### src/rtl/uart_tx_arbiter_if.sv
// uart_tx_arbiter_if: requester-side byte streams and UART core handshake bundle
interface uart_tx_arbiter_if #(
  parameter int NUM_REQ = 4,
  parameter int DATA_W  = 8
);
  logic [NUM_REQ-1:0]        req_valid;
  logic [NUM_REQ*DATA_W-1:0] req_data;
  logic [NUM_REQ-1:0]        req_last;
  logic [NUM_REQ-1:0]        req_ready;
  logic                      uart_ready;
  logic                      uart_done;
  logic                      tx_start;
  logic [DATA_W-1:0]         tx_data;
  logic                      grant_valid;
  logic [2:0]                grant_id;
  logic                      burst_end;
  modport master (
    output req_valid, req_data, req_last, uart_ready, uart_done,
    input  req_ready, tx_start, tx_data, grant_valid, grant_id, burst_end
  );
  modport slave (
    input  req_valid, req_data, req_last, uart_ready, uart_done,
    output req_ready, tx_start, tx_data, grant_valid, grant_id, burst_end
  );
endinterface

### src/rtl/uart_tx_arbiter.sv
// uart_tx_arbiter: round-robin, burst-locked sharing of one UART transmit engine
module uart_tx_arbiter #(
  parameter int NUM_REQ   = 4,
  parameter int DATA_W    = 8,
  parameter int MAX_BURST = 16
) (
  input logic clk,
  input logic rst,
  uart_tx_arbiter_if.slave bus
);
  localparam int IW = $clog2(NUM_REQ);
  localparam logic [7:0] MAXB = 8'(MAX_BURST);
  localparam logic [1:0] IDLE = 2'd0, LOAD = 2'd1, START = 2'd2, WAIT = 2'd3;
  logic [1:0] state_q, state_d;
  logic [IW-1:0] gid_q, gid_d, last_q, last_d, pick;
  logic [7:0] cnt_q, cnt_d;
  logic [DATA_W-1:0] data_q, data_d, sel_data;
  logic gv_q, gv_d, be_q, be_d, lf_q, lf_d;
  logic any_req, sel_valid, sel_last, rel;
  function automatic logic [IW-1:0] rr_idx(input logic [IW-1:0] base, input int k);
    return IW'((int'(base) + 1 + k) % NUM_REQ);
  endfunction
  // descending scan so the channel closest after last_q wins
  always_comb begin
    pick = '0;
    any_req = 1'b0;
    for (int k = NUM_REQ - 1; k >= 0; k--) begin
      if (bus.req_valid[rr_idx(last_q, k)]) begin
        pick = rr_idx(last_q, k);
        any_req = 1'b1;
      end
    end
  end
  assign sel_valid = bus.req_valid[gid_q];
  assign sel_last  = bus.req_last[gid_q];
  assign sel_data  = bus.req_data[int'(gid_q)*DATA_W +: DATA_W];
  assign bus.req_ready = (state_q == LOAD && bus.uart_ready && sel_valid) ? NUM_REQ'(1) << gid_q : '0;
  always_comb begin
    state_d = state_q;
    gid_d   = gid_q;
    last_d  = last_q;
    gv_d    = gv_q;
    be_d    = 1'b0;
    lf_d    = lf_q;
    cnt_d   = cnt_q;
    data_d  = data_q;
    rel     = 1'b0;
    case (state_q)
      IDLE: if (any_req) begin
        gid_d   = pick;
        gv_d    = 1'b1;
        cnt_d   = '0;
        state_d = LOAD;
      end
      LOAD: if (!sel_valid) rel = 1'b1;
      else if (bus.uart_ready) begin
        data_d  = sel_data;
        lf_d    = sel_last;
        cnt_d   = cnt_q == MAXB ? cnt_q : cnt_q + 8'd1;
        state_d = START;
      end
      START: state_d = WAIT;
      default: if (bus.uart_done) begin
        rel     = lf_q || cnt_q == MAXB;
        state_d = LOAD;
      end
    endcase
    if (rel) begin
      gv_d    = 1'b0;
      last_d  = gid_q;
      be_d    = 1'b1;
      state_d = IDLE;
    end
  end
  always_ff @(posedge clk) begin
    if (rst) begin
      state_q <= IDLE;
      gid_q   <= '0;
      last_q  <= IW'(NUM_REQ - 1);
      gv_q    <= 1'b0;
      be_q    <= 1'b0;
      lf_q    <= 1'b0;
      cnt_q   <= '0;
      data_q  <= '0;
    end else begin
      state_q <= state_d;
      gid_q   <= gid_d;
      last_q  <= last_d;
      gv_q    <= gv_d;
      be_q    <= be_d;
      lf_q    <= lf_d;
      cnt_q   <= cnt_d;
      data_q  <= data_d;
    end
  end
  assign bus.tx_start    = state_q == START;
  assign bus.tx_data     = data_q;
  assign bus.grant_valid = gv_q;
  assign bus.grant_id    = 3'(gid_q);
  assign bus.burst_end   = be_q;
endmodule

### src/flat_wrapper.sv
// flat-port wrapper written by rule: the top's interface ports become plain ports
module uart_tx_arbiter_flat 
#(
  parameter int NUM_REQ   = 4,
  parameter int DATA_W    = 8,
  parameter int MAX_BURST = 16
)
  (clk, rst, bus_req_valid, bus_req_data, bus_req_last, bus_uart_ready, bus_uart_done, bus_req_ready, bus_tx_start, bus_tx_data, bus_grant_valid, bus_grant_id, bus_burst_end);
  uart_tx_arbiter_if #(.NUM_REQ(NUM_REQ), .DATA_W(DATA_W)) bus_i ();
  input logic clk;
  input logic rst;
  input wire logic [$bits(bus_i.req_valid)-1:0] bus_req_valid;
  input wire logic [$bits(bus_i.req_data)-1:0] bus_req_data;
  input wire logic [$bits(bus_i.req_last)-1:0] bus_req_last;
  input wire logic [$bits(bus_i.uart_ready)-1:0] bus_uart_ready;
  input wire logic [$bits(bus_i.uart_done)-1:0] bus_uart_done;
  output wire logic [$bits(bus_i.req_ready)-1:0] bus_req_ready;
  output wire logic [$bits(bus_i.tx_start)-1:0] bus_tx_start;
  output wire logic [$bits(bus_i.tx_data)-1:0] bus_tx_data;
  output wire logic [$bits(bus_i.grant_valid)-1:0] bus_grant_valid;
  output wire logic [$bits(bus_i.grant_id)-1:0] bus_grant_id;
  output wire logic [$bits(bus_i.burst_end)-1:0] bus_burst_end;
  assign bus_i.req_valid = bus_req_valid;
  assign bus_i.req_data = bus_req_data;
  assign bus_i.req_last = bus_req_last;
  assign bus_i.uart_ready = bus_uart_ready;
  assign bus_i.uart_done = bus_uart_done;
  assign bus_req_ready = bus_i.req_ready;
  assign bus_tx_start = bus_i.tx_start;
  assign bus_tx_data = bus_i.tx_data;
  assign bus_grant_valid = bus_i.grant_valid;
  assign bus_grant_id = bus_i.grant_id;
  assign bus_burst_end = bus_i.burst_end;
  uart_tx_arbiter #(.NUM_REQ(NUM_REQ), .DATA_W(DATA_W), .MAX_BURST(MAX_BURST)) u_core (.clk(clk), .rst(rst), .bus(bus_i));
endmodule
### config.mk
export PLATFORM = sky130hd
export DESIGN_NAME = uart_tx_arbiter_flat
export DESIGN_NICKNAME = d
export VERILOG_FILES = /design/src/rtl/uart_tx_arbiter_if.sv /design/src/rtl/uart_tx_arbiter.sv /design/src/flat_wrapper.sv
export SDC_FILE = /design/constraint.sdc
export NUM_CORES = 1
export LEC_CHECK = 0
export ABC_AREA = 1
export CELL_PAD_IN_SITES_DETAIL_PLACEMENT = 0
export CELL_PAD_IN_SITES_GLOBAL_PLACEMENT = 2
export CORE_MARGIN = 2
export CORE_UTILIZATION = 21
export CTS_CLUSTER_DIAMETER = 200
export DETAILED_ROUTE_END_ITERATION = 16
export PLACE_DENSITY_LB_ADDON = 0.1
export SLEW_MARGIN = 20
export SYNTH_ARGS = -nofsm -noshare
export SYNTH_HDL_FRONTEND = slang
export SYNTH_SLANG_ARGS = --single-unit
### constraint.sdc
create_clock -name clk -period 1.7 [get_ports clk]
set_input_delay 0.34 -clock clk [delete_from_list [all_inputs] [get_ports clk]]
set_output_delay 0.34 -clock clk [all_outputs]
set_load 0.01 [all_outputs]
==> metrics, run 1 <==
Hold WC Path Type=reg2reg; final slew viol count=0; power density cells=approximately 1200 nW/um^2; P_int=1970 uW; Max Fclk=596 MHz; via total after detailed routing=approximately 2200; status=finished clean; Critical Path RT=1.36 ns; Layout area overhead=59.2%; min cycle time layout=1.68 ns; gr busiest metal=met2; wire per inst=12.4 microns; setup tns final=0 ns; critical path arrival=between 1 and 1.5 ns; post-synthesis register bit count=25; met2 Usage GRT=20.5%; placed insts=495; ys async rst share=0%; TritonCTS clock tree=yes; Vias/cell=between 4 and 5; Setup violations, final=0; H-tree depth=1; Post-DP HPWL=just under 5000 microns; cts bufs inserted=3; syn avg cell area=6.20 sq um; final WL=6270 microns; # diodes=0; Ports=62; synth warn=0; remaining antenna violation count=0; syn nets=356; Final Non-Filler Cells=between 500 and 600; latest clock arrival within the worst-skew pair=0.27 ns; Initial Util=21.7%; Core Area=8720 sq um; crit end category=output port; first-pass GRT wire length=10400 microns; Reg clk slew, reported paths=roughly 0.10 ns; Final Total Pwr=about 3600 uW; vias in the first global route=2151; Die X=98.9 microns; Logic pwr share=67.2%; die area=roughly 10000 sq um; post-synthesis cell count=a little over 300; Total GRT Usage=13.0%; DRC Markers=0; met3 GRT Util=between 2 and 3%; Synth Cell Area=1890 sq um; commonest non-fill, non-tap cell in the layout=nand2_1; grt ovf=0; Crit Path Max Fanout=6; DRT Pass-1 Iters=4; worst-case clock skew=0.00608 ns; Max Cap Viol=0; Top FF cell, synth=dfxtp_1; Final #Nets=between 400 and 500; Final Hold Vio Count=0; Bufs on Longest Clock Path=2; Tcrit/Tclk final=between 90% and 100%; register area share after synthesis=26.5%; Static Leakage=0.00131 uW; Post-CTS Hold Fix Bufs=0; GPL Wtd Cong=about 0.76; filler cell count=between 900 and 1000; worst setup path class=reg2out; clock sink total=25; Yosys cell types=29; clk root buf=clkbuf_8; largest net degree at the start of global routing=25; initial DRC count=57; Row Count=34; top cells by area, synth=dfxtp_1, nand2_1, a21oi_1; Synth top area share=26.5%; Clk pwr share=10.4%; DP Worst Slack=-0.682 ns; Sw Ratio=45.6%; biggest area consumer among synthesized cells=dfxtp_1; initial antenna violation count=0; Port-buffer cells=60; share of cells above drive strength 1=24.7%; Die Height=98.9 microns; Global Route met1 Usage=18.1%; RSZ-0062 raised after global routing=true; Worst Slack Setup Final=0.0216 ns; total net switching power=around 1600 uW; share of power burned in registers=~22%; commonest non-fill, non-tap cells in the layout=nand2_1, clkdlybuf4s50_1, buf_4, a21oi_1, inv_1; Post-synth EDFFs=0; CP Launch Type=register; worst vdd ir=0.408 mV
## synth_stat cells (2+ instances only)
| cell type | n |
|---|---|
| clkbuf_1 | 8 |
| nand2_2 | 12 |
| nand3_2 | 3 |
| dfxtp_1 | 25 |
| nor3b_1 | 3 |
| nor3_1 | 23 |
| nand3_1 | 15 |
| nor2_1 | 17 |
| nand2_1 | 97 |
| o21ai_1 | 2 |
| o21ai_0 | 2 |
| a21oi_1 | 36 |
| nand4_1 | 11 |
| buf_6 | 3 |
| inv_1 | 24 |
| buf_4 | 2 |
| o211ai_1 | 2 |
| clkinv_1 | 2 |
| nor2_4 | 2 |
| ha_1 | 7 |
## area by class of cell
cell class / count / area [sq um] / share of cell area (%)
multi-input combinational: 238 / 1290 / 43.0
inverter: 28 / 111 / 3.70
tap: 108 / 135 / 4.49
clock inverter: 1 / 5.00 / 0.166
clock buffer: 3 / 41.3 / 1.37
timing repair buffer: 101 / 915 / 30.4
sequential: 25 / 510 / 17.0
## state kept, by name (all words and copies together) (netlist names)
signal,count
u_core.bus.burst_end,1
u_core.bus.grant_valid,1
u_core.cnt_q,8
u_core.last_q,2
u_core.lf_q,1
u_core.bus.tx_data,8
u_core.state_q,2
u_core.gid_q,2
## path summary, 6_finish.rpt
kind / startpoint / end / slack, ns / cells after the start
setup / recovery: u_core.gid_q[0] / bus_req_ready[1] / 0.02 / 7
hold / removal: u_core.lf_q / u_core.lf_q / 0.49 / 2
setup reg to reg: u_core.gid_q[0] / u_core.state_q[0] / 0.11 / 13
hold reg to reg: u_core.lf_q / u_core.lf_q / 0.49 / 2
## kinds of logic after synthesis
family                     share of synthesized area (%)
and+or+nand+nor                                     45.5
AOI/OAI and AO/OA                                   12.5
buffers and inverters                               10.3
DFF                                                 26.5
adders and majority gates                           4.63
xor gates and xnor gates                           0.463
other                                              0.198
## metrics by stage
step | hold slack, ns | cell area, sq um | utilization [%]
global placement | 0.468 | 2830 | 32.4
CTS | 0.493 | 2930 | 33.6
finish | 0.488 | 3010 | 34.5
detailed placement | 0.477 | 2830 | 32.4
global route | 0.509 | 3010 | 34.5
floorplan | 0.452 | 1890 | -
## metal layers
metal	vias to the layer above	share of wire, %	wire [microns]
li1	1175	-	-
met1	981	49	3100
met2	46	45	2800
met3	2	5.3	335
met4	0	0.64	40
met5	-	0	0
## critical path, stage by stage, from the launching register on
cell and delay (ns):
dfxtp_4 0.40, nand2_2 0.05, o21ai_1 0.07, nand2_1 0.09, nand2_2 0.11, nand2_4 0.09, nor3_2 0.10, buf_2 0.15
## power by group through the flow
stage          logic, uW  clock network [uW]  registers, uW
2_1_floorplan       1310                   0            812
3_3_place_gp        2280                   0            798
3_5_place_dp        2250                   0            795
4_1_cts             2330                 394            797
5_1_grt             2700                 414            821
6_report            2430                 377            808
## timing repair
item / in CTS / in global routing
gates cloned: 0 / 0
endpoints found under the setup margin: 17 / 21
resized for setup: 39 / 28
hold endpoints to repair: 0 / 0
setup buffers: 6 / 0
pin swaps: 6 / 7
Note: power is estimated with default switching activity, not from simulation.
==> run 2, diff against run 1 <==
--- a/config.mk
+++ b/config.mk
@@ -6,9 +6,8 @@
 export NUM_CORES = 1
 export LEC_CHECK = 0
-export ABC_AREA = 1
 export CELL_PAD_IN_SITES_DETAIL_PLACEMENT = 0
 export CELL_PAD_IN_SITES_GLOBAL_PLACEMENT = 2
 export CORE_MARGIN = 2
-export CORE_UTILIZATION = 21
+export CORE_UTILIZATION = 23
 export CTS_CLUSTER_DIAMETER = 200
 export DETAILED_ROUTE_END_ITERATION = 16
==> constraint.sdc (replaced) <==
create_clock -name clk -period 1.7 [get_ports clk]
set_input_delay 0.425 -clock clk [delete_from_list [all_inputs] [get_ports clk]]
set_output_delay 0.425 -clock clk [all_outputs]
set_load 0.01 [all_outputs]
==> run 2 against run 1 <==
The run now ends with negative setup slack left. Flip-flop and latch count is the same. Non-clock buffer count shrank 6. Utilization grew 6.5 points. Via count shrank 32%. Critical path type is now in2out.
==> metrics, run 2 <==
status=finished with violations; violated checks=negative setup slack; CP Launch Type=input port; post-synthesis cell count=156 (-49%); met3 GRT Util=2.21% (-0.34 points); DRT Pass-1 Iters=4 (unchanged); Ports=62 (unchanged); via total after detailed routing=1507 (-32%); worst-case clock skew=0.00922 ns (+0.00313 ns); final WL=4650 microns (-26%); GPL Wtd Cong=0.837 (+9.5%); RR Startpoint=u_core.gid_q[0]; Setup violations, final=15 (+15); count leader, synth=dfxtp_1; top cells by area, synth=dfxtp_1, mux4_2, mux2i_1; synth warn=0 (unchanged); Post-DP HPWL=3690 microns (-25%); Synth Cell Area=1550 sq um (-18%); clock sink total=25 (unchanged); DP Worst Slack=-0.958 ns (-0.275 ns); Hold WC Path Type=reg2reg; Initial Util=24.1% (+2.4 points); biggest area consumer among synthesized cells=dfxtp_1; latest clock arrival within the worst-skew pair=0.27 ns (about the same); cts bufs inserted=3 (unchanged); Die Height=86.0 microns (-13%); Vias/cell=4.65 (+6.4%); top post-synthesis cells by count=dfxtp_1, nor2_1, a21oi_1, mux2i_1, mux4_2; min cycle time layout=2.05 ns (+0.371 ns); post-synthesis register bit count=25 (unchanged); initial antenna violation count=0 (unchanged); # diodes=0 (unchanged); reg2reg end=u_core.cnt_q[1]; vias in the first global route=1562 (-27%); Layout area overhead=70.4%; RSZ-0062 raised after global routing=true; Tcrit/Tclk final=121% (+22 points); Hold WS=0.502 ns (+0.0134 ns); Reg clk slew, reported paths=0.09 ns (about the same); Global Route met1 Usage=16.3% (-1.8 points); Row Count=29 (-15%); CP max-delay cell=mux4_2; commonest non-fill, non-tap cell in the layout=clkdlybuf4s50_1; Total GRT Usage=12.6% (-0.35 points); Static Leakage=0.00106 uW (-19%); H-tree depth=1 (unchanged); Core Area=6420 sq um (-26%); Port-buffer cells=60 (unchanged); worst vdd ir=0.530 mV (+30%); met2 Usage GRT=21.5% (+0.96 points); final slew viol count=0 (unchanged); Worst Slack Setup Final=-0.349 ns (-0.371 ns); first-pass GRT wire length=7530 microns (-27%); crit end category=output port; initial DRC count=13 (-77%); die area=7390 sq um (-24%); Bufs on Longest Clock Path=2 (unchanged); Critical Path RT=1.27 ns (-0.09 ns); remaining antenna violation count=0 (unchanged); worst setup path class=in2out; setup tns final=-2.22 ns (-2.22 ns); Reg2Reg Depth=6 (-7); commonest non-fill, non-tap cells in the layout=clkdlybuf4s50_1, buf_4, dfxtp_1, nor2_1, mux2i_1; syn avg cell area=9.91 sq um (+60%); Max Cap Viol=0 (unchanged); register area share after synthesis=32.4% (+5.9 points); Crit Path Max Fanout=6 (unchanged); largest net degree at the start of global routing=17 (-32%); crit-path max cell delay=0.51 ns (+0.11 ns); share of cells above drive strength 1=32.0% (+7.2 points); TritonCTS clock tree=yes; gr busiest metal=met2; crit path from=bus_req_valid[1]; power density cells=1180 nW/um^2 (-1.8%); syn nets=207 (-42%); Top FF cell, synth=dfxtp_1; Yosys cell types=36 (+24%); ys async rst share=0% (unchanged); CP endpoint=bus_req_ready[3]; Post-synth EDFFs=0 (unchanged); wire per inst=14.3 microns (+15%); grt ovf=0 (unchanged); worst-path cell chain=dlygate4sd2_1 > mux4_2 > nand3_4 > inv_2 > and3_4 > buf_6; flop2flop setup slack=-0.14 ns (-0.25 ns); Synth top area share=32.4% (+5.9 points); critical path arrival=1.62 ns (+0.28 ns); clk root buf=clkbuf_8; Final #Nets=299 (-33%); Final Hold Vio Count=0 (unchanged); Max Fclk=488 MHz (-18%); DRC Markers=0 (unchanged); Die X=86.0 microns (-13%)
## run 2: changes by cell type after synthesis, sizes merged, moves of 7 or more
cell	previous run	this run
mux4	0	10
mux2i	0	10
nand3	19	4
nor3	23	7
nor2b	0	7
a21oi	37	10
nand4	11	3
nand2	109	4
inv	26	6
## run 2: cell families (layout without fill, tap and decap cells)
family | after synthesis | in the layout | share of synthesized area, %
XOR/XNOR | 4 | 4 | 2.27
AND/OR/NAND/NOR | 58 | 58 | 18.9
multiplexers | 21 | 21 | 22.0
AO/OA/AOI/OAI | 26 | 26 | 14.0
buffers and inverters | 14 | 105 | 4.45
other | 1 | 1 | 0.243
adder cells (fa/ha/maj) | 7 | 7 | 5.67
flip-flops | 25 | 25 | 32.4
## run 2: report_power, final
part           total [uW]  leakage, uW  internal, uW  switching [uW]
clock network         360    0.0000228           167             193
registers             763     0.000204           697            66.5
logic                1980     0.000829          1090             892
total                3100      0.00106          1950            1150
## run 2: area by class of cell
class / instances / area [sq um]
multi-input combinational: 117 / 1080
clock buffer: 4 / 45.0
sequential: 25 / 504
inverter: 6 / 22.5
timing repair buffer: 95 / 881
tap: 77 / 96.3
fill: 639 / 3790
## run 2: through the flow
| step | power, uW | instances | util, % | instance area (sq um) |
|---|---|---|---|---|
| 2_1_floorplan | 1940 | 156 | - | 1630 |
| 3_3_place_gp | 2620 | 315 | 39.0 | 2500 |
| 3_5_place_dp | 2650 | 315 | 39.0 | 2500 |
| 4_1_cts | 3080 | 320 | 40.2 | 2580 |
| 5_1_grt | 3330 | 324 | 41.0 | 2630 |
| 6_report | 3100 | 324 | 41.0 | 2630 |
## run 2: metal layers
| metal | wire length (microns) | vias up |
|---|---|---|
| met5 | 0 | - |
| met2 | 2380 | 26 |
| met4 | 62 | 0 |
| li1 | - | 744 |
| met1 | 2030 | 731 |
| met3 | 169 | 6 |
## run 2: repair_timing
item                       4_1_cts  5_1_grt
pin swaps                        4        3
setup endpoints to repair       31       21
hold buffers                     0        0
cloned                           0        0
resized for setup               42       10
setup buffers                    1        4
## run 2: how the worst min path moves through the flow
stage	to	startpoint	depth (start not counted)
after floorplan	u_core.lf_q	u_core.lf_q	2
after global placement	u_core.bus.tx_data[1]	u_core.bus.tx_data[1]	2
after detailed placement	u_core.bus.tx_data[5]	u_core.bus.tx_data[5]	2
after CTS	u_core.bus.tx_data[5]	u_core.bus.tx_data[5]	2
after global routing	u_core.bus.tx_data[4]	u_core.bus.tx_data[4]	2
final	u_core.bus.tx_data[2]	u_core.bus.tx_data[2]	2
## run 2: critical path, delay by kind of cell
family | cells | cell delay [ns]
buffers and inverters | 3 | 0.39
AND/OR/NAND/NOR | 2 | 0.30
multiplexers | 1 | 0.51
